==> config.mk <==
export PLATFORM = sky130hd
export DESIGN_NAME = tlc
export DESIGN_NICKNAME = d
export VERILOG_FILES = /design/src/rtl/tlc_pkg.sv /design/src/rtl/tlc_density_arb.sv /design/src/rtl/tlc.sv
export SDC_FILE = /design/constraint.sdc
export NUM_CORES = 1
export LEC_CHECK = 0
export ABC_AREA = 0
export BUFFER_PORTS_ARGS = -buffer_cell sky130_fd_sc_hd__buf_2
export CAP_MARGIN = 20
export CORE_ASPECT_RATIO = 0.8
export CORE_MARGIN = 2
export CORE_UTILIZATION = 25
export CTS_CLUSTER_SIZE = 10
export DETAILED_ROUTE_END_ITERATION = 6
export PLACE_DENSITY_LB_ADDON = 0.05
export SLEW_MARGIN = 20
export SYNTH_ARGS = -nofsm -noshare
export SYNTH_HDL_FRONTEND = slang
export SYNTH_SLANG_ARGS = --single-unit
==> constraint.sdc <==
create_clock -name clock -period 23.7 [get_ports clock]
set_input_delay 7.11 -clock clock [delete_from_list [all_inputs] [get_ports clock]]
set_output_delay 7.11 -clock clock [all_outputs]
set_load 0.05 [all_outputs]
==> src/rtl/tlc_pkg.sv <==
// Shared types and helpers for the four-way adaptive traffic-light controller.
// States are one-hot; road codes are 0 (none) and 1..4 for roads A..D.
package tlc_pkg;

   typedef enum logic [5:0] {
      S_IDLE = 6'b000001,
      S_GA   = 6'b000010,
      S_GB   = 6'b000100,
      S_GC   = 6'b001000,
      S_GD   = 6'b010000,
      S_YEL  = 6'b100000
   } tlc_state_e;

   localparam logic [2:0] LAMP_R = 3'b100;
   localparam logic [2:0] LAMP_Y = 3'b010;
   localparam logic [2:0] LAMP_G = 3'b001;

   localparam logic [2:0] ROAD_NONE = 3'd0;
   localparam logic [2:0] ROAD_A    = 3'd1;
   localparam logic [2:0] ROAD_B    = 3'd2;
   localparam logic [2:0] ROAD_C    = 3'd3;
   localparam logic [2:0] ROAD_D    = 3'd4;

   localparam logic [11:0] ID_ALL_RED = 12'h924;
   localparam int          CNT_W      = 8;

   function automatic logic [1:0] density(input logic [2:0] lanes);
      density = {1'b0, lanes[2]} + {1'b0, lanes[1]} + {1'b0, lanes[0]};
   endfunction

   function automatic tlc_state_e green_state(input logic [2:0] road);
      case (road)
         ROAD_A:  green_state = S_GA;
         ROAD_B:  green_state = S_GB;
         ROAD_C:  green_state = S_GC;
         ROAD_D:  green_state = S_GD;
         default: green_state = S_IDLE;
      endcase
   endfunction

   // Road currently holding green, ROAD_NONE outside the green states.
   function automatic logic [2:0] green_road(input tlc_state_e st);
      case (st)
         S_GA:    green_road = ROAD_A;
         S_GB:    green_road = ROAD_B;
         S_GC:    green_road = ROAD_C;
         S_GD:    green_road = ROAD_D;
         default: green_road = ROAD_NONE;
      endcase
   endfunction

endpackage

==> src/rtl/tlc_density_arb.sv <==
// Picks the densest road from twelve lane sensors {A1..A3,B1..B3,C1..C3,D1..D3}.
// Ties resolve to the lowest letter; an empty intersection yields ROAD_NONE.
module tlc_density_arb
   import tlc_pkg::*;
(
   input  logic [11:0] sensors_i,
   output logic [2:0]  max_road_o
);

   logic [1:0] dens_s;
   logic [1:0] best_dens_s;
   logic [2:0] best_road_s;

   // Strict greater-than while scanning A..D keeps the earliest road on ties.
   always_comb begin
      dens_s      = 2'd0;
      best_dens_s = 2'd0;
      best_road_s = ROAD_NONE;
      for (int r = 0; r < 4; r++) begin
         dens_s = density(sensors_i[11-3*r -: 3]);
         if (dens_s > best_dens_s) begin
            best_dens_s = dens_s;
            best_road_s = 3'(r + 1);
         end else begin
            best_dens_s = best_dens_s;
         end
      end
      max_road_o = best_road_s;
   end

endmodule

==> src/rtl/tlc.sv <==
// Four-way adaptive traffic-light controller: density-driven green, emergency
// preemption, yellow handover, lamp decode and red-light camera trigger.
module tlc
   import tlc_pkg::*;
#(
   parameter int GREEN_MIN  = 4,
   parameter int YELLOW_CYC = 2
)
(
   input  logic        clock,
   input  logic        clear,
   input  logic        a1,
   input  logic        a2,
   input  logic        a3,
   input  logic        b1,
   input  logic        b2,
   input  logic        b3,
   input  logic        c1,
   input  logic        c2,
   input  logic        c3,
   input  logic        d1,
   input  logic        d2,
   input  logic        d3,
   input  logic        rc1,
   input  logic        rc2,
   input  logic        rc3,
   input  logic        rc4,
   input  logic        ss1,
   input  logic        ss2,
   input  logic        ss3,
   input  logic        ss4,
   output logic [11:0] ID,
   output logic        camera,
   output logic [5:0]  state,
   output logic [5:0]  next_state,
   output logic [2:0]  maxoutput
);

   localparam logic [CNT_W-1:0] GREEN_LAST = CNT_W'(GREEN_MIN - 1);
   localparam logic [CNT_W-1:0] YEL_LAST   = CNT_W'(YELLOW_CYC - 1);
   localparam logic [CNT_W-1:0] CNT_MAX    = {CNT_W{1'b1}};

   logic [11:0]      sensors_s;
   logic [3:0]       ss_s;
   logic [3:0]       rc_s;
   logic [2:0]       max_road_s;
   logic [2:0]       ssel_s;
   logic [2:0]       tgt_s;
   logic [2:0]       cur_road_s;
   logic [2:0]       next_green_s;
   logic [2:0]       lamp_s;

   tlc_state_e       state_q, state_d;
   logic [CNT_W-1:0] cnt_q, cnt_d;
   logic [2:0]       lastg_q, lastg_d;
   logic [11:0]      id_q, id_d;
   logic             camera_q, camera_d;

   assign sensors_s = {a1, a2, a3, b1, b2, b3, c1, c2, c3, d1, d2, d3};
   assign ss_s      = {ss4, ss3, ss2, ss1};
   assign rc_s      = {rc4, rc3, rc2, rc1};

   tlc_density_arb u_arb (
      .sensors_i  (sensors_s),
      .max_road_o (max_road_s)
   );

   // Lowest-index special-service request wins.
   always_comb begin
      ssel_s = ROAD_NONE;
      if (ss_s[0]) begin
         ssel_s = ROAD_A;
      end else if (ss_s[1]) begin
         ssel_s = ROAD_B;
      end else if (ss_s[2]) begin
         ssel_s = ROAD_C;
      end else if (ss_s[3]) begin
         ssel_s = ROAD_D;
      end else begin
         ssel_s = ROAD_NONE;
      end
      tgt_s = (ssel_s != ROAD_NONE) ? ssel_s : max_road_s;
   end

   assign cur_road_s = green_road(state_q);

   // Next-state function; deliberately independent of clear.
   always_comb begin
      state_d = state_q;
      case (state_q)
         S_IDLE: begin
            state_d = green_state(tgt_s);
         end
         S_GA, S_GB, S_GC, S_GD: begin
            if (ssel_s != ROAD_NONE) begin
               if (ssel_s != cur_road_s) begin
                  state_d = S_YEL;
               end else begin
                  state_d = state_q;
               end
            end else if ((cnt_q >= GREEN_LAST) && (max_road_s != cur_road_s)) begin
               state_d = S_YEL;
            end else begin
               state_d = state_q;
            end
         end
         S_YEL: begin
            if (cnt_q >= YEL_LAST) begin
               state_d = green_state(tgt_s);
            end else begin
               state_d = S_YEL;
            end
         end
         default: begin
            state_d = S_IDLE;
         end
      endcase
   end

   // Dwell counter restarts on every state change; lastg remembers who goes yellow.
   always_comb begin
      cnt_d   = cnt_q;
      lastg_d = lastg_q;
      if (state_d != state_q) begin
         cnt_d = {CNT_W{1'b0}};
      end else if (cnt_q != CNT_MAX) begin
         cnt_d = cnt_q + CNT_W'(1);
      end else begin
         cnt_d = cnt_q;
      end
      if ((cur_road_s != ROAD_NONE) && (state_d == S_YEL)) begin
         lastg_d = cur_road_s;
      end else begin
         lastg_d = lastg_q;
      end
   end

   assign next_green_s = green_road(state_d);

   // Lamp pattern is built from the next state so ID is a clean register.
   always_comb begin
      id_d   = ID_ALL_RED;
      lamp_s = LAMP_R;
      for (int r = 0; r < 4; r++) begin
         if (next_green_s == 3'(r + 1)) begin
            lamp_s = LAMP_G;
         end else if ((state_d == S_YEL) && (lastg_d == 3'(r + 1))) begin
            lamp_s = LAMP_Y;
         end else begin
            lamp_s = LAMP_R;
         end
         id_d[11-3*r -: 3] = lamp_s;
      end
   end

   // A crossing only counts against a road that is showing red right now.
   always_comb begin
      camera_d = 1'b0;
      for (int r = 0; r < 4; r++) begin
         if (rc_s[r] && (id_q[11-3*r -: 3] == LAMP_R)) begin
            camera_d = 1'b1;
         end else begin
            camera_d = camera_d;
         end
      end
   end

   // State, dwell, lamps and camera registers with dominant synchronous clear.
   always_ff @(posedge clock) begin
      if (clear) begin
         state_q  <= S_IDLE;
         cnt_q    <= {CNT_W{1'b0}};
         lastg_q  <= ROAD_NONE;
         id_q     <= ID_ALL_RED;
         camera_q <= 1'b0;
      end else begin
         state_q  <= state_d;
         cnt_q    <= cnt_d;
         lastg_q  <= lastg_d;
         id_q     <= id_d;
         camera_q <= camera_d;
      end
   end

   assign ID         = id_q;
   assign camera     = camera_q;
   assign state      = state_q;
   assign next_state = state_d;
   assign maxoutput  = max_road_s;

endmodule

Word-level counts from Yosys, hierarchy flattened
Cells that the tools add are included.
{ "totals": {"output_inout_bits": 28, "reg_bits": 30, "word_cells": 106, "input_bits": 22} }
{ "classes": {"magnitude_cmp": 6, "eq_ne": 31, "reduce_logical": 18, "n_addsub": 9, "n_mux": 33} }
{ "op_table": {"columns": ["operator", "n"], "rows": [
  ["$mux 3", 15],
  ["$mux 6", 4],
  ["$pmux 3 s4", 2],
  ["$eq 3x3->1 const B", 7],
  ["$pmux 5 s4", 1],
  ["$eq 3x2->1 const B", 6],
  ["$pmux 6 s3", 1],
  ["$eq 6x2->1 const B", 2],
  ["$eq 6x3->1 const B", 2],
  ["$eq 6x4->1 const B", 2],
  ["$eq 6x5->1 const B", 2],
  ["$eq 6x6->1 const B", 2],
  ["$logic_and 1x1->1", 10],
  ["$mux 2", 5],
  ["$reduce_or 2->1", 5],
  ["$eq 3x1->1 const B", 3],
  ["$add 1x1->2", 4],
  ["$add 2x1->2", 4],
  ["$add 8x1->8 const B", 1],
  ["$ge 8x1->1 const B", 1],
  ["$ge 8x2->1 const B", 1],
  ["$ne 8x8->1 const B", 1],
  ["$eq 6x1->1 const B", 1],
  ["$gt 2x2->1", 3],
  ["other kinds (6)", 12]
]} }

Depth between registers and ports, before layout
{ "logic_depth": {"word_depth": 22, "ltp_mapped": 24} }

Hierarchy
Synthesis repeated with hierarchy kept, for this count alone.
{ "hier_totals": {"hier_cells": 244, "area_unflattened_um2": 2033.2} }
{ "modules_own_cells": {"columns": ["module", "instances", "cells_per_inst", "area_each_um2"], "rows": [
  ["tlc", 1, 200, 1674.1],
  ["tlc_density_arb", 1, 44, 359.1]
]} }

Worst setup path before layout
Ideal clock, no wire load.
{ "synth_timing": {"kind": "input port to output port", "start": "input port a1", "end": "output port next_state[2]", "arrival_ps": 12418, "slack_ps": 4172, "path_stages": 20, "path_cell_list": "inv_1 fa_1 ha_1 nor2b_1 o21ai_1 a21oi_1 ha_1 inv_1 o22ai_1 nor2_1 a21o_1 ha_1 nand2_1 o21ai_0 clkinv_1 o21ai_0 a31oi_4 or2_1 buf_2 o21ai_0"} }
{ "synth_via": {"elab_chain_cells": 15, "word_cells_on_any_way": 25, "cone_classes": "add/sub: 2; order compare: 4; eq/ne: 5; mux: 13; reduce/logical: 1"} }
{ "synth_rtl": {"columns": ["item", "line", "source"], "rows": [
  ["start: declaration", "tlc.sv:12", "input logic a1,"],
  ["$add 1x1->2 *", "tlc_pkg.sv:28", "density = {1'b0, lanes[2]} + {1'b0, lanes[1]} + {1'b0, lanes[0]};"],
  ["$add 2x1->2 *", "tlc_pkg.sv:28", null],
  ["$gt 2x1->1", "tlc_density_arb.sv:21", "if (dens_s > best_dens_s) begin"],
  ["$mux 2 *", "tlc_density_arb.sv:21", null],
  ["$gt 2x2->1", "tlc_density_arb.sv:21", null],
  ["$mux 2 *", "tlc_density_arb.sv:21", null],
  ["$gt 2x2->1", "tlc_density_arb.sv:21", null],
  ["$mux 2 *", "tlc_density_arb.sv:21", null],
  ["$gt 2x2->1 *", "tlc_density_arb.sv:21", null],
  ["$mux 3 *", "tlc_density_arb.sv:21", null],
  ["net maxoutput[2]", "tlc.sv:36", "output logic [2:0] maxoutput"],
  ["$mux 3 or $ne 3x3->1 (tied branches)", "tlc.sv:82, tlc.sv:101", null],
  ["$eq 3x3->1, or another cell as far along", "tlc_pkg.sv:32", "case (road)"],
  ["$pmux 5 s4 or $mux 6 (tied branches)", "tlc_pkg.sv:32, tlc.sv:101", null],
  ["$mux 6, on equally long branches", "tlc.sv:108, tlc.sv:95", null],
  ["$pmux 6 s3 *", "tlc.sv:90", "case (state_q)"],
  ["end: declaration", "tlc.sv:35", "output logic [5:0] next_state,"]
]} }
The timed path passes the listed nets; every way through them passes the cells marked *.

Final worst setup path
{ "layout_timing": {"start": "input port a1", "end": "output port next_state[3]"} }
{ "layout_via": {"elab_chain_cells": 15, "word_cells_on_any_way": 25, "cone_classes": "add/sub: 2; order compare: 4; eq/ne: 5; mux: 13; reduce/logical: 1"} }
{ "layout_rtl": {"columns": ["item", "line"], "rows": [
  ["$add 1x1->2 *", "tlc_pkg.sv:28"],
  ["$add 2x1->2 *", "tlc_pkg.sv:28"],
  ["$gt 2x1->1", "tlc_density_arb.sv:21"],
  ["$mux 2", "tlc_density_arb.sv:21"],
  ["$gt 2x2->1", "tlc_density_arb.sv:21"],
  ["$mux 2", "tlc_density_arb.sv:21"],
  ["$gt 2x2->1", "tlc_density_arb.sv:21"],
  ["$mux 2", "tlc_density_arb.sv:21"],
  ["$gt 2x2->1", "tlc_density_arb.sv:21"],
  ["$mux 3 *", "tlc_density_arb.sv:21"],
  ["$mux 3 or $ne 3x3->1 (tied branches)", "tlc.sv:82, tlc.sv:101"],
  ["$eq 3x3->1, or another cell as far along", "tlc_pkg.sv:32"],
  ["$pmux 5 s4 or $mux 6 (tied branches)", "tlc_pkg.sv:32, tlc.sv:101"],
  ["$mux 6, on equally long branches", "tlc.sv:108, tlc.sv:95"],
  ["$pmux 6 s3 *", "tlc.sv:90"]
]} }
Every way passes the cells marked *; elsewhere a longest branch is shown, timed or not.

==> metrics.md <==
| Metric | Value |
|---|---|
| Clk Latency, worst-skew pair | `0.28 ns` |
| Measured slew at the worst slew-check pin | `0.667 ns` |
| Final TNS setup | `0 ns` |
| Skew final | `about 0.0077 ns` |
| Overall Global Routing Usage | `around an eighth` |
| Routed WL | `~5500 um` |
| CP arrival | `~12 ns` |
| Antenna Nets Post-Route | `0` |
| Final hold vios | `0` |
| Startpoint types | `input pin` |
| Rel. slew slack | `between 50 and 60%` |
| Tmin final | `roughly 19 ns` |
| Post-route DRC | `0` |
| Row count | `29` |
| Initial antenna violation count | `0` |
| # clock sinks | `30` |
| Final period util | `80.4%` |
| Most common cell after layout, fill and taps aside | `buf_2` |
| Worst Setup Path Type | `in -> out` |
| VDD IR-drop max | `just under 0.00003 V` |
| First-pass DRT Iterations | `4` |
| Initial Utilization | `approximately 26%` |
| DR vias | `~1,900` |
| Clock root cell | `clkbuf_8` |
| IO Port Bufs | `49` |
| Req. time, crit path | `16.59 ns` |
| Slew Viols, Final | `0` |
| First-pass GRT wire length | `8990 um` |
| Most used cell along the critical path | `ha_1` |
| RSZ-0062 raised after global routing | `no` |
| Total Power | `192 uW` |
| Worst path top cell family by delay | `compound AO/OA/AOI/OAI gates` |
| Worst setup EP type | `primary output` |
| Number of global-route vias before repair | `1,786` |
| Largest net degree at the start of global routing | `24` |
| Core ar. | `approximately 7900 um^2` |
| Post-synthesis register bit count | `30` |
| Seq/Total Area, Yosys | `29.5%` |
| Crit-path cells | `buf_2 > inv_1 > fa_1 > ha_1 > nor2b_1 > o21ai_1 > a21oi_1 > ha_1 > inv_1 > o22ai_1 > nor2_1 > a21o_1 > ha_1 > nand2_1 > o21ai_0 > clkinv_1 > or3_1 > a31oi_4 > or2_1 > o22ai_1 > buf_2` |
| Fill cells | `866` |
| HPWL after DPL | `4310 um` |
| Core Util, Final | `31.5%` |
| Grt total ovfl | `0` |
| Final GP Congestion | `0.784` |
| CTS Hold Bufs | `0` |
| Slowest stage cell on the critical path | `or3_1` |
| CP max stage delay | `about 0.47 ns` |
| Worst min-delay path class | `reg -> reg` |
| Yosys cell types | `between 50 and 60` |
| Average cell area after synthesis | `8.34 um^2` |
| Synth warnings | `0` |
| Num ports | `50` |
| Drt initial violations | `120` |
| Setup violators final | `0` |
| Nets | `331` |
| Most frequent cells in the layout | `buf_2 (49), dfxtp_1 (30), nor2_1 (24), inv_1 (21), nand2_1 (17)` |
| Share of layout cells above drive strength 1 | `24.5%` |
| H-tree Lvls | `2` |
| CTS Buf Count | `5` |
| Vias/cell | `4.72` |
| Asr flop ratio synth | `0%` |
| Post-CTS sizing | `0` |
| Maxcap violations | `0` |
| Outcome | `complete, no violations` |
| Setup bufs post-CTS | `0` |
| Most used DFF post-synth | `dfxtp_1` |
| P&R area growth vs syn | `22.6%` |
| Worst Path Buf+Inv | `5` |
| Width of the die | `105 um` |
| Worst Path Max Fanout | `10` |
| Post-synth EDFFs | `0` |
| Lkg Pwr | `0.00105 uW` |
| Syn Nets | `between 200 and 300` |
| Clock tree from TritonCTS | `yes` |
| Die height | `84.7 um` |
| Clock buffer depth | `2` |
| Average wire per standard cell | `13.7 um` |
| Pwr per Cell Area | `77.1 nW/um^2` |
| Synthesized area | `2040 um^2` |
| Synthesized netlist cell count | `244` |
| Number of diodes | `0` |
| Die area | `8890 um^2` |
| Fmax | `52.5 MHz` |
| CTS clk-pin slew, worst paths | `0.07 ns` |
| Hold Worst Slack | `0.526 ns` |
-- cell usage after synthesis, types with 5 or more instances --
master	number	share of area, %
o31ai_1	5	1.8
nor4_1	5	1.5
a21oi_1	12	3.0
inv_1	21	3.9
nor2_1	24	4.4
nand3_1	6	1.5
xnor2_1	7	3.0
nor2b_1	5	1.5
ha_1	11	6.8
nor3_1	12	3.0
o21ai_0	10	2.5
dfxtp_1	30	30
a31oi_1	5	1.5
nand2_1	17	3.1
-- path summary, 6_finish.rpt --
kind / startpoint / to / slack (ns) / depth (start not counted)
max: a1 / next_state[3] / 4.64 / 21
min reg2reg: lastg_q[2] / ID[2] / 0.53 / 1
min: lastg_q[2] / ID[2] / 0.53 / 1
max reg2reg: state[4] / cnt_q[7] / 20.72 / 8
-- layer usage --
metal,GRT usage [%],share of wire (%),vias to the layer above
met5,0,0,-
met4,4.97,1.8,0
met3,3.80,6.0,8
met2,19.4,44,56
met1,17.5,48,856
li1,-,-,977
-- kinds of logic (layout without fill, tap and decap cells) --
| logic type | after synthesis | count (layout) | synth area share [%] |
|---|---|---|---|
| adder cells (fa/ha/maj) | 15 | 15 | 10.7 |
| buffers and inverters | 28 | 78 | 5.72 |
| AO/OA/AOI/OAI | 60 | 60 | 22.1 |
| XOR/XNOR | 9 | 9 | 4.24 |
| multiplexers | 3 | 3 | 1.48 |
| AND/OR/NAND/NOR | 99 | 99 | 26.2 |
| flip-flops | 30 | 30 | 29.5 |
-- power breakdown --
group | internal, uW | switching [uW] | total [uW]
clock | 33.6 | 20.2 | 53.8
combinational | 26.0 | 54.8 | 80.7
sequential | 53.5 | 4.22 | 57.8
total | 113 | 79.1 | 192
-- flip-flops by register name (all words and copies together) (netlist names) --
name,count
lastg_q,3
cnt_q,8
ID,12
camera,1
state,6
-- layout make-up --
class / instances / area [um^2] / share of cell area (%)
clock inverters: 1 / 30.0 / 1.20
well taps: 108 / 135 / 5.42
clock buffers: 6 / 82.6 / 3.31
inverters: 22 / 82.6 / 3.31
flip-flops and latches: 30 / 601 / 24.1
repair buffers: 49 / 245 / 9.83
multi-input cells: 186 / 1320 / 52.9
-- stage by stage --
stage	worst slack [ns]	instance area, um^2	cells
2_1_floorplan	4.17	2040	244
3_3_place_gp	4.77	2380	395
3_5_place_dp	4.67	2380	395
4_1_cts	4.65	2490	402
5_1_grt	4.26	2490	402
6_report	4.64	2490	402
(Power assumes the default switching activity.)
